`src/rtl/phase_frame_sequencer.sv`:
```
// Byte-stream phase frame sequencer: collects NUM_CHANNELS phase bytes into a shadow
// buffer and commits them atomically; also issues calibration capture strobes.
module phase_frame_sequencer #(
  parameter int NUM_CHANNELS   = 64,
  parameter int TIMEOUT_CYCLES = 100000
) (
  input  logic       clk,
  input  logic       rst,
  input  logic [7:0] rx_data,
  input  logic       rx_valid,
  output logic       rx_ready,
  output logic [7:0] phases [NUM_CHANNELS],
  output logic       phase_calib_en,
  output logic       frame_done,
  output logic       err_timeout,
  output logic       busy
);

  localparam int IW = (NUM_CHANNELS > 1) ? $clog2(NUM_CHANNELS) : 1;
  localparam int TW = $clog2(TIMEOUT_CYCLES + 1);
  localparam logic [IW-1:0] LAST_IDX = IW'(NUM_CHANNELS - 1);
  localparam logic [TW-1:0] TO_LIMIT = TW'(TIMEOUT_CYCLES - 1);
  localparam logic [7:0]    CMD_LOAD  = 8'hFE;
  localparam logic [7:0]    CMD_CALIB = 8'hFD;

  typedef enum logic [1:0] {
    IDLE   = 2'd0,
    LOAD   = 2'd1,
    COMMIT = 2'd2,
    CALIB  = 2'd3
  } state_t;

  state_t        state, state_nx;
  logic [IW-1:0] idx, idx_nx;
  logic [TW-1:0] tcnt, tcnt_nx;
  logic [7:0]    shadow [NUM_CHANNELS];
  logic          accept, wr_en, calib_nx, done_nx, to_nx;

  assign rx_ready = (state == IDLE) || (state == LOAD);
  assign accept   = rx_valid && rx_ready;
  assign busy     = (state != IDLE);

  // Next-state, index/timeout and strobe decode
  always_comb begin
    state_nx = state;
    idx_nx   = idx;
    tcnt_nx  = tcnt;
    wr_en    = 1'b0;
    calib_nx = 1'b0;
    done_nx  = 1'b0;
    to_nx    = 1'b0;
    case (state)
      IDLE: begin
        if (accept) begin
          if (rx_data == CMD_LOAD) begin
            state_nx = LOAD;
            idx_nx   = '0;
            tcnt_nx  = '0;
          end else if (rx_data == CMD_CALIB) begin
            state_nx = CALIB;
            calib_nx = 1'b1;
          end else begin
            state_nx = IDLE;
          end
        end else begin
          state_nx = IDLE;
        end
      end
      LOAD: begin
        // Inside a frame every byte is data, command values included
        if (accept) begin
          wr_en   = 1'b1;
          idx_nx  = idx + IW'(1);
          tcnt_nx = '0;
          if (idx == LAST_IDX) begin
            state_nx = COMMIT;
          end else begin
            state_nx = LOAD;
          end
        end else if (tcnt == TO_LIMIT) begin
          to_nx    = 1'b1;
          tcnt_nx  = '0;
          state_nx = IDLE;
        end else begin
          tcnt_nx = tcnt + TW'(1);
        end
      end
      COMMIT: begin
        done_nx  = 1'b1;
        state_nx = IDLE;
      end
      CALIB: begin
        state_nx = IDLE;
      end
      default: begin
        state_nx = IDLE;
      end
    endcase
  end

  // State, counters, strobes and committed frame
  always_ff @(posedge clk or posedge rst) begin
    if (rst) begin
      state          <= IDLE;
      idx            <= '0;
      tcnt           <= '0;
      phase_calib_en <= 1'b0;
      frame_done     <= 1'b0;
      err_timeout    <= 1'b0;
      for (int i = 0; i < NUM_CHANNELS; i++) phases[i] <= 8'h00;
    end else begin
      state          <= state_nx;
      idx            <= idx_nx;
      tcnt           <= tcnt_nx;
      phase_calib_en <= calib_nx;
      frame_done     <= done_nx;
      err_timeout    <= to_nx;
      if (state == COMMIT) begin
        for (int i = 0; i < NUM_CHANNELS; i++) phases[i] <= shadow[i];
      end
    end
  end

  // Shadow buffer holds the frame under construction; contents are don't-care until written
  always_ff @(posedge clk) begin
    if (wr_en) shadow[idx] <= rx_data;
  end

endmodule

```
`config.mk`:
```
export PLATFORM = sky130hd
export DESIGN_NAME = phase_frame_sequencer
export DESIGN_NICKNAME = d
export VERILOG_FILES = /design/src/rtl/phase_frame_sequencer.sv
export SDC_FILE = /design/constraint.sdc
export NUM_CORES = 1
export LEC_CHECK = 0
export BUFFER_PORTS_ARGS = -buffer_cell sky130_fd_sc_hd__buf_2
export CORE_MARGIN = 2
export CORE_UTILIZATION = 43
export CTS_CLUSTER_DIAMETER = 80
export DETAILED_ROUTE_END_ITERATION = 12
export PLACE_DENSITY = 0.65
export SLEW_MARGIN = 5
export SYNTH_ARGS = -nofsm -noshare
export SYNTH_HDL_FRONTEND = slang
export SYNTH_SLANG_ARGS = --single-unit
```
`constraint.sdc`:
```
create_clock -name clk -period 17.2 [get_ports clk]
set_input_delay 3.44 -clock clk [delete_from_list [all_inputs] [get_ports clk]]
set_output_delay 3.44 -clock clk [all_outputs]
set_load 0.01 [all_outputs]
```
==> results of run 1 <==
[synth_stat cells, types with 3 or more instances]
| cell type | count |
|---|---|
| nor2b_1 | 3 |
| nand3_1 | 16 |
| nor4_1 | 7 |
| and4_1 | 3 |
| o22a_1 | 3 |
| edfxtp_1 | 512 |
| or4_1 | 5 |
| nand4b_1 | 5 |
| nand2b_1 | 4 |
| o21a_1 | 7 |
| clkbuf_1 | 8 |
| nor3b_1 | 5 |
| o311ai_1 | 7 |
| nand4_1 | 8 |
| and3_1 | 6 |
| nor2_1 | 68 |
| nor3_1 | 7 |
| or2_2 | 3 |
| buf_2 | 62 |
| o21ai_0 | 9 |
| inv_1 | 5 |
| nand2_1 | 31 |
| mux2_2 | 512 |
| dfrtp_1 | 540 |
[power groups by stage]
stage / logic (mW) / clock network, mW / registers (mW)
after floorplan: 0.108 / 0 / 2.82
after global placement: 0.245 / 0 / 2.82
after detailed placement: 0.250 / 0 / 2.82
after CTS: 0.252 / 2.39 / 2.77
after global routing: 0.268 / 2.50 / 2.78
final: 0.246 / 2.34 / 2.77
[critical path, cell delays in order]
cell	delay (ns)
buf_2	0.14
and3b_1	0.45
nand3_1	0.85
nor2_1	0.91
[cell families after synthesis]
kind of cell             count (synthesis)  share of synthesized area (%)
AND/OR/NAND/NOR                        184                           2.61
flip-flops                            1052                           79.6
AO/OA/AOI/OAI                           41                          0.813
buffers and inverters                   77                           1.04
multiplexers                           512                           15.9
adder cells (fa/ha/maj)                  2                         0.0689
[layer usage]
layer	global-route usage, %	vias up	part of all wire [%]
met5	0	-	0.014
met4	5.70	2	2.2
met3	4.31	123	6.2
met2	36.0	700	50
met1	29.4	10100	42
li1	-	8150	-
[state kept, by name, indices dropped and copies added, names as in the netlist]
register and cells:
idx 6, tcnt 17, state 2, phase_calib_en 1
frame_done 1, err_timeout 1, shadow 512, phases 512
[area by class of cell]
type                       count  area share [%]
clock buffer                 136            6.58
clock inverter                62            1.62
inverter                       5          0.0515
multi-input combinational    739            16.1
sequential                  1052            66.0
tap                         1080            3.09
timing repair buffer         549            6.52
[worst max-delay path by stage]
| stage | cells after the start | startpoint | endpoint | slack (ns) |
|---|---|---|---|---|
| final | 4 | rx_valid | shadow[54][3] | 11.68 |
| after global routing | 5 | rst | phases[27] | 11.34 |
| after CTS | 4 | rx_valid | shadow[58][5] | 11.66 |
| after detailed placement | 4 | rx_valid | shadow[58][3] | 10.99 |
| after global placement | 5 | rst | phases[25] | 11.07 |
| after floorplan | 1 | rst | err_timeout | 6.42 |
==> impl_results.md, run 1 <==
- Switching Power: 1.18 mW
- Dpl cells: 3424
- Post-layout util: 52.4%
- Die ar.: 86800 sq um
- Most common cell after layout, fill and taps aside: dfrtp_1
- Final setup TNS: 0 ns
- Drt initial violations: around 1500
- Startpoint types: input pin
- Worst Hold Path EP: phases[128]
- Pint: between 4 and 5 mW
- Vias in the first global route: roughly 20000
- H-tree lvl count: 3
- Combinational share of power: under 10%
- First-pass GRT wire length: 137000 um
- Post-DP HPWL: ~60000 um
- Worst r2r path cells: 7
- Vias: approximately 19000
- Placed Area: roughly 40000 sq um
- Share of cells above drive strength 1: 48.4%
- Minimum clock period: 5.52 ns
- #FFs+latches synth: around 1100
- Number of synthesized flops with an enable pin: 512
- Port buffer count: 527
- Rows: ~110
- Core Area: between 80000 and 90000 sq um
- Die Width: ~300 um
- Power Total: between 5 and 6 mW
- Final instance area: roughly 44000 sq um
- Ant. Diodes: 0
- Register area share after synthesis: 79.6%
- Critical R2R Launch: state[1]
- Post-synthesis cell count: 1868
- Post-DRT Antenna Nets: 0
- Syn_nets: approximately 1900
- Yosys Warn Count: 0
- Crit. End Element: flop
- Post-synth top flop: dfrtp_1
- Status: finished clean
- Netlist cell types: between 40 and 50
- Data required, critical path: about 17 ns
- Top cells by area, synth: edfxtp_1 (42%), dfrtp_1 (37%), mux2_2 (16%)
- TritonCTS Buffers: about 110
- Hold Startpoint: shadow[47][0]
- Setup slack after layout: around 12 ns
- Clock Latency Late Sink: between 0.6 and 0.7 ns
- Yosys top cell by area: edfxtp_1
- Maxcap violations: 0
- Vias per cell: around 5.3
- Multi-input gate area in the final layout: ~7000 sq um
- Final nets: between 2000 and 2500
- Initial antenna violation count: 1
- Number of clock sinks: ~1100
- R2r setup slk: 12.07 ns
- Post-Syn Area: 36300 sq um
- WHS: around 0.46 ns
- Period utilization: about a third
- FFs w/ async S/R, synth: roughly half
- Initial Util: ~43%
- Hold path depth: 1
- Cts repair resizes: 0
- Max_slew headroom: roughly a fifth
- Fin. Hold Viols: 0
- Leakage: 19.8 nW
- Ports: ~530
- Final worst clock skew: ~0.019 ns
- TritonRoute pass-1 iters: 5
- Reg area: around 29000 sq um
- Most frequent cells in the layout: dfrtp_1 (540), buf_2 (519), mux2_2 (512), edfxtp_1 (512), clkbuf_16 (108)
- Area grow syn2layout: 20.5%
- Wire per inst: between 20 and 30 um
- Crit Path Max Fanout: 12
- Die height: ~300 um
- Maximum VDD drop: 0.0761 mV
- CTS tree: done
- Final setup fails: 0
- CP Class: in -> reg
- Clock network power share: between 40% and 50%
- GRT Util Overall: between 20% and 30%
- Residual DRC count: 0
- Largest net degree at the start of global routing: around 170
- Worst path arrival time: about 5.8 ns
- Max Freq: 0.181 GHz
- Filler cells: roughly 6700
- RePlAce Congestion: 0.802
- RSZ-0062 raised after global routing: false
- CTS root buffer: clkbuf_16
- Longest Clk Path Bufs: 3
- Yosys top cell area share: 42.4%
- Pwr dens: approximately 120 nW/um^2
- Syn_area_per_cell: between 15 and 20 sq um
- Hold_buf cts: 0
- Final WL: 94800 um
- Sw Ratio: 22.1%
- Flop pwr share: 51.7%
- Max-slew violations: 0
- Crit Reg-Reg Endpoint: phases[309]
- Worst slew pin tran: between 1 and 1.5 ns
- Setup WS pre-CTS: 10.99 ns
- Post-CTS Repair Setup Buffers: 0
- HP Class: reg -> reg
- GR Overflow Total: 0
- Clk pin slew, worst setup/hold paths: 0.06 ns
- Final non-filler cell total: roughly 3600
No activity file was read; power rests on OpenSTA's default activity.
==> run 2, diff against run 1 <==
==> constraint.sdc (replaced) <==
create_clock -name clk -period 4.5 [get_ports clk]
set_input_delay 0.9 -clock clk [delete_from_list [all_inputs] [get_ports clk]]
set_output_delay 0.9 -clock clk [all_outputs]
set_load 0.01 [all_outputs]
==> run 2 against run 1 <==
Net effect:
- cell area up 0.57%
- power rose to 3.8 times the previous value
- first-iteration DRC count down 14%
- critical path type is now reg -> reg
- largest power group unchanged
==> impl_results.md, run 2 (synthesized netlist as in run 1, its figures left out) <==
- Reg area: 28900 sq um (unchanged)
- Post-CTS Repair Setup Buffers: 0 (unchanged)
- CTS root buffer: clkbuf_16
- CTS tree: done
- Combinational share of power: 4.7% (about the same)
- Residual DRC count: 0 (unchanged)
- Clock Latency Late Sink: 0.67 ns (about the same)
- TritonCTS Buffers: 105 (unchanged)
- GRT Util Overall: 21.4% (-0.31 points)
- GR Layer Usage met3: 4.58% (+0.26 points)
- Largest registers: phases (512), shadow (512), tcnt (17)
- Share of cells above drive strength 1: 49.4% (+1.0 points)
- Clock network power share: 43.5% (-0.2 points)
- Number of clock sinks: 1052 (unchanged)
- Final WL: 93300 um (-1.6%)
- Vias: 19100 (-0.23%)
- Area grow syn2layout: 21.2%
- Maximum VDD drop: 0.320 mV (+320%)
- Die ar.: 86800 sq um (unchanged)
- Max_slew headroom: 11.4% (-7.3 points)
- Most common cell after layout, fill and taps aside: dfrtp_1
- Final worst clock skew: 0.0350 ns (+0.0159 ns)
- Vias per cell: 5.24 (-0.78%)
- Power Total: 20.4 mW (+280%)
- Worst path arrival time: 3.27 ns (-2.54 ns)
- Post-DRT Antenna Nets: 0 (unchanged)
- Pint: 15.8 mW (+280%)
- Initial antenna violation count: 5 (+4)
- First-pass GRT wire length: 135000 um (-1.5%)
- Longest Clk Path Bufs: 3 (unchanged)
- RSZ-0062 raised after global routing: false
- GR Util met2: 35.8% (-0.21 points)
- Final setup TNS: 0 ns (unchanged)
- Multi-input gate area in the final layout: 7050 sq um (about the same)
- Final non-filler cell total: 3643 (+0.55%)
- Maxcap violations: 0 (unchanged)
- Crit. End Element: flop
- Crit Path Max Fanout: 12 (unchanged)
- Filler cells: 6671 (-0.15%)
- Status: finished clean
- Final nets: 2483 (+0.73%)
- Worst r2r path cells: 3 (-4)
- CP Class: reg -> reg
- Global routing usage on met1: 27.7% (-1.7 points)
- Most frequent cells in the layout: dfrtp_1 (540), buf_2 (519), mux2_2 (512), edfxtp_1 (512), clkbuf_16 (107)
- Core Area: 83600 sq um (unchanged)
- Die height: 295 um (unchanged)
- Data required, critical path: 4.80 ns (-12.68 ns)
- Rows: 106 (unchanged)
- Sw Ratio: 22.5% (+0.47 points)
- Cts repair resizes: 0 (unchanged)
- TritonRoute pass-1 iters: 5 (unchanged)
- H-tree lvl count: 3 (unchanged)
- Ports: 528 (unchanged)
- Minimum clock period: approximately 3 ns
- Switching Power: 4.60 mW (+290%)
- Worst slew pin tran: 1.32 ns (+0.109 ns)
- Max-slew violations: 0 (unchanged)
- WHS: 0.338 ns (-0.121 ns)
- Post-DP HPWL: 60000 um (-0.24%)
- Dpl cells: 3443 (+0.55%)
- Leakage: 20.0 nW (+0.69%)
- Largest net degree at the start of global routing: 142 (-17%)
- Pwr dens: 464 nW/um^2 (+280%)
- Startpoint types: flop
- Top Usage Layer GRT: met2
- Final setup fails: 0 (unchanged)
- Vias in the first global route: 19900 (+1.2%)
- Max Freq: roughly 0.34 GHz
- GR Overflow Total: 0 (unchanged)
- Period utilization: 66.0%
- HP Class: in -> async
- Die Width: 295 um (unchanged)
- Fin. Hold Viols: 0 (unchanged)
- Initial Util: 43.4% (unchanged)
- RePlAce Congestion: 0.844 (+5.2%)
- Flop pwr share: 51.8% (about the same)
- Clk pin slew, worst setup/hold paths: 0.06 ns (about the same)
- Wire per inst: 25.6 um (-2.2%)
- Port buffer count: 527 (unchanged)
- Hold_buf cts: 0 (unchanged)
- Drt initial violations: 1244 (-14%)
[run 2: final cells by class]
cell class                      instances  share of cell area (%)
Timing Repair Buffer                  567                    7.06
Multi-Input combinational cell        739                    16.0
Clock inverter                         64                    1.56
Inverter                                5                  0.0512
Antenna cell                            1                 0.00569
Tap cell                             1080                    3.07
Sequential cell                      1052                    65.7
Clock buffer                          135                    6.57
[run 2: layer usage]
| metal | share of wire [%] | up-vias |
|---|---|---|
| met3 | 6.2 | 155 |
| met4 | 3.1 | 0 |
| li1 | - | 8179 |
| met5 | 0 | - |
| met1 | 41 | 10100 |
| met2 | 50 | 631 |
[run 2: path summary, 6_finish.rpt]
check                             start             to  slack, ns
setup reg to reg               state[1]  shadow[27][2]       1.53
setup / recovery               state[1]  shadow[27][2]       1.53
max in group asynchronous           rst     phases[19]       2.88
hold / removal                      rst    phases[340]       0.34
hold reg to reg            shadow[0][4]    phases[508]       0.45
min in group clk           shadow[0][4]    phases[508]       0.45
[run 2: power by group through the flow]
| stage | registers, mW | logic, mW | clock network (mW) |
|---|---|---|---|
| 6_report | 10.6 | 0.967 | 8.88 |
| 2_1_floorplan | 10.8 | 0.411 | 0 |
| 5_1_grt | 10.6 | 1.06 | 9.42 |
| 3_3_place_gp | 10.7 | 0.974 | 0 |
| 4_1_cts | 10.6 | 0.997 | 9.03 |
| 3_5_place_dp | 10.8 | 0.993 | 0 |
[run 2: per-stage QoR]
step | utilization, % | cell area (sq um) | setup WS [ns]
2_1_floorplan | - | 36300 | -3.74
3_3_place_gp | 48.4 | 40400 | 1.02
3_5_place_dp | 48.4 | 40400 | 0.919
4_1_cts | 52.7 | 44000 | 1.50
5_1_grt | 52.7 | 44000 | 1.34
6_report | 52.7 | 44000 | 1.53
[run 2: critical path, cell delays in order (launching register included)]
cell     delay [ns]
dfrtp_1        0.43
and3b_1        0.46
nand3_1        0.83
nor2_1         0.89
==> run 3, diff against run 2 <==
--- a/config.mk
+++ b/config.mk
@@ -5,12 +5,12 @@
 export SDC_FILE = /design/constraint.sdc
 export NUM_CORES = 1
 export LEC_CHECK = 0
+export ABC_AREA = 1
 export BUFFER_PORTS_ARGS = -buffer_cell sky130_fd_sc_hd__buf_2
 export CORE_MARGIN = 2
 export CORE_UTILIZATION = 43
 export CTS_CLUSTER_DIAMETER = 80
 export DETAILED_ROUTE_END_ITERATION = 12
-export PLACE_DENSITY = 0.65
 export SLEW_MARGIN = 5
 export SYNTH_ARGS = -nofsm -noshare
 export SYNTH_HDL_FRONTEND = slang
==> constraint.sdc (replaced) <==
create_clock -name clk -period 2.9 [get_ports clk]
set_input_delay 0.58 -clock clk [delete_from_list [all_inputs] [get_ports clk]]
set_output_delay 0.58 -clock clk [all_outputs]
set_load 0.01 [all_outputs]
==> run 3 against run 2 <==
Net effect:
- cell area is 1.7% higher
- critical path type unchanged
- non-clock buffer count is 68 higher
- via count is 23% higher
- register-to-register slack worse by 1.3 ns
- combinational power is 90% higher
- clock skew is 0.0086 ns lower
- highest routed layer is now met5
==> impl_results.md, run 3 <==
- Wire per inst: 21.0 um (-18%)
- Yosys Warn Count: 0 (unchanged)
- Worst path max stage delay: 0.56 ns (-0.33 ns)
- Synth top cells by count: nand2_1 (1599), dfrtp_1 (540), edfxtp_1 (512), nor2_1 (95), clkbuf_1 (55)
- Final non-filler cell total: 4842 (+33%)
- Final WL: 102000 um (+8.9%)
- Post-CTS Repair Setup Buffers: 0 (unchanged)
- Final nets: 3627 (+46%)
- Share of cells above drive strength 1: 22.4% (-27 points)
- FFs w/ async S/R, synth: 51.3% (unchanged)
- Most common cell after layout, fill and taps aside: nand2_1
- Most frequent cells in the layout: nand2_1 (1599), dfrtp_1 (540), buf_2 (520)
- Post-synth top flop: dfrtp_1
- Vias in the first global route: 23000 (+16%)
- Dpl cells: 4638 (+35%)
- CTS tree: done
- Rows: 106 (unchanged)
- Buffer and inverter count on the worst path: 3 (+3)
- #FFs+latches synth: 1052 (unchanged)
- Residual DRC count: 0 (unchanged)
- Post-DP HPWL: 64500 um (+7.6%)
- Filler cells: 7322 (+9.8%)
- CP top delay family: simple AND/OR/NAND/NOR gates
- R2r setup slk: 0.25 ns (-1.28 ns)
- Area grow syn2layout: 22.9%
- Cts repair resizes: 0 (unchanged)
- RSZ-0062 raised after global routing: false
- Largest registers: phases (512), shadow (512), tcnt (17)
- Largest net degree at the start of global routing: 130 (-8.5%)
- CTS root buffer: clkbuf_16
- TritonRoute pass-1 iters: 5 (unchanged)
- Crit. End Element: flop
- Post-DRT Antenna Nets: 0 (unchanged)
- Critical-path cell list: inv_1, nor3_1, inv_1, nor2_1, buf_4
- Worst path slowest cell: nor3_1
- Ports: 528 (unchanged)
- Drt initial violations: 1872 (+50%)
- Final instance area: 44800 sq um (+1.7%)
- Minimum clock period: 2.65 ns (-0.319 ns)
- Longest Clk Path Bufs: 3 (unchanged)
- Crit Path Max Fanout: 8 (-4)
- First-pass GRT wire length: 148000 um (+10%)
- Initial antenna violation count: 4 (-1)
- Multi-input gate area in the final layout: 6940 sq um (-1.5%)
- Leakage: 22.1 nW (+11%)
- Period utilization: 91.5% (+25 points)
- Syn_area_per_cell: 12.2 sq um (-37%)
- Status: finished clean
- Reg area: 28900 sq um (unchanged)
- GRT Util Overall: 23.2% (+1.8 points)
- Final worst clock skew: 0.0264 ns (-0.00861 ns)
- RePlAce Congestion: 0.824 (-2.3%)
- Die ar.: 87100 sq um (+0.37%)
- CP Class: reg -> reg
- Die height: 295 um (+0.18%)
- Startpoint types: flop
- Yosys top cell by area: edfxtp_1
- Final setup fails: 0 (unchanged)
- Vias: 23400 (+23%)
- WHS: 0.145 ns (-0.193 ns)
- Die Width: 295 um (+0.18%)
- Worst slew pin tran: 0.788 ns (-0.531 ns)
- Register area share after synthesis: 79.3% (-0.30 points)
- Netlist cell types: 25 (-48%)
- Core Area: 83800 sq um (+0.32%)
- Yosys top cell area share: 42.2% (-0.16 points)
- Syn_nets: 2999 (+59%)
- Max Freq: 0.377 GHz (+12%)
- Port buffer count: 527 (unchanged)
- Number of clock sinks: 1052 (unchanged)
- H-tree lvl count: 3 (unchanged)
- Clk pin slew, worst setup/hold paths: 0.06 ns (about the same)
- Max_slew headroom: 47.5% (+36 points)
- Clock Latency Late Sink: 0.67 ns (about the same)
- Post-synthesis cell count: 2986 (+60%)
- Worst path arrival time: 3.03 ns (-0.24 ns)
- Post-Syn Area: 36400 sq um (+0.37%)
- Number of synthesized flops with an enable pin: 512 (unchanged)
- Pwr dens: 722 nW/um^2 (+56%)
- TritonCTS Buffers: 107 (+1.9%)
- Most frequent cell after synthesis: nand2_1
- Placed Area: 41100 sq um (+1.8%)
- Final setup TNS: 0 ns (unchanged)
- Data required, critical path: 3.27 ns (-1.53 ns)
- Cell seen most often among critical-path stages: inv_1
- Vias per cell: 4.83 (-7.7%)
- Maximum VDD drop: 0.480 mV (+50%)
- Maxcap violations: 0 (unchanged)
- Max-slew violations: 0 (unchanged)
- Initial Util: 43.5% (about the same)
- Top cells by area, synth: edfxtp_1 (42%), dfrtp_1 (37%), nand2_1 (16%)
- HP Class: in -> reg
- Fin. Hold Viols: 0 (unchanged)
- GR Overflow Total: 0 (unchanged)
==> run 3: cell types whose count changed in the layout (fill, tap and decap cells not counted), moves of 7 or more <==
cell,change
a21oi_1,+10
buf_12,+11
buf_4,+55
inv_1,+19
inv_2,+10
mux2_2,-512
nand2_1,+1568
nand3_1,+7
nand4_2,+7
nor2_1,+29
o21a_1,-7
o311ai_1,-7
==> run 3: routing by layer <==
layer / wire length (um) / up-vias / track usage, %
li1: - / 10900 / -
met1: 41600 / 11600 / 30.5
met2: 50700 / 717 / 38.8
met3: 6190 / 136 / 4.36
met4: 2990 / 4 / 8.16
met5: 24 / - / 0
==> run 3: logic make-up (layout without fill, tap and decap cells) <==
logic type	count (synthesis)	after routing	share of synthesized area [%]
buffers and inverters	151	872	1.73
xor gates and xnor gates	1	1	0.0240
DFF	1052	1052	79.3
other	0	1	0
adders and majority gates	2	2	0.0687
and+or+nand+nor	1754	1754	18.5
AOI/OAI and AO/OA	26	26	0.381
==> run 3: area by class of cell <==
class | count | share of cell area, %
antenna | 1 | 0.00559
clock buffer | 145 | 6.71
sequential | 1052 | 64.5
tap | 1134 | 3.17
multi-input combinational | 1783 | 15.5
timing repair buffer | 635 | 8.39
inverter | 35 | 0.319
clock inverter | 57 | 1.37
==> run 3: path summary, 6_finish.rpt <==
| path | startpoint | end | cells past startpoint |
|---|---|---|---|
| min in group asynchronous | rst | phases[480] | 3 |
| worst min register to register | shadow[54][0] | phases[72] | 2 |
| worst max register to register | idx[4] | shadow[58][6] | 5 |
| worst min-delay path | rx_data[0] | shadow[12][0] | 1 |
| worst max-delay path | idx[4] | shadow[58][6] | 5 |
| max in group asynchronous | rst | phases[381] | 5 |
==> run 3: power breakdown <==
group | leakage (nW) | internal [mW] | switching (mW)
sequential | 12.1 | 16.1 | 0.406
combinational | 8.28 | 0.541 | 1.30
clock | 1.76 | 8.11 | 5.86
==> run 3: timing repair <==
item                                   in CTS  in global routing
endpoints found under the hold margin       7                  0
hold buffers                                1                  0
setup endpoints to repair                   0                  0
==> run 3: metrics by stage <==
step,total power [mW],worst slack (ns),util (%)
after floorplan,17.5,-5.02,-
after global placement,18.7,0.423,49.1
after detailed placement,18.7,0.331,49.1
after CTS,32.6,0.331,53.4
after global routing,33.4,0.153,53.4
final,32.3,0.247,53.4
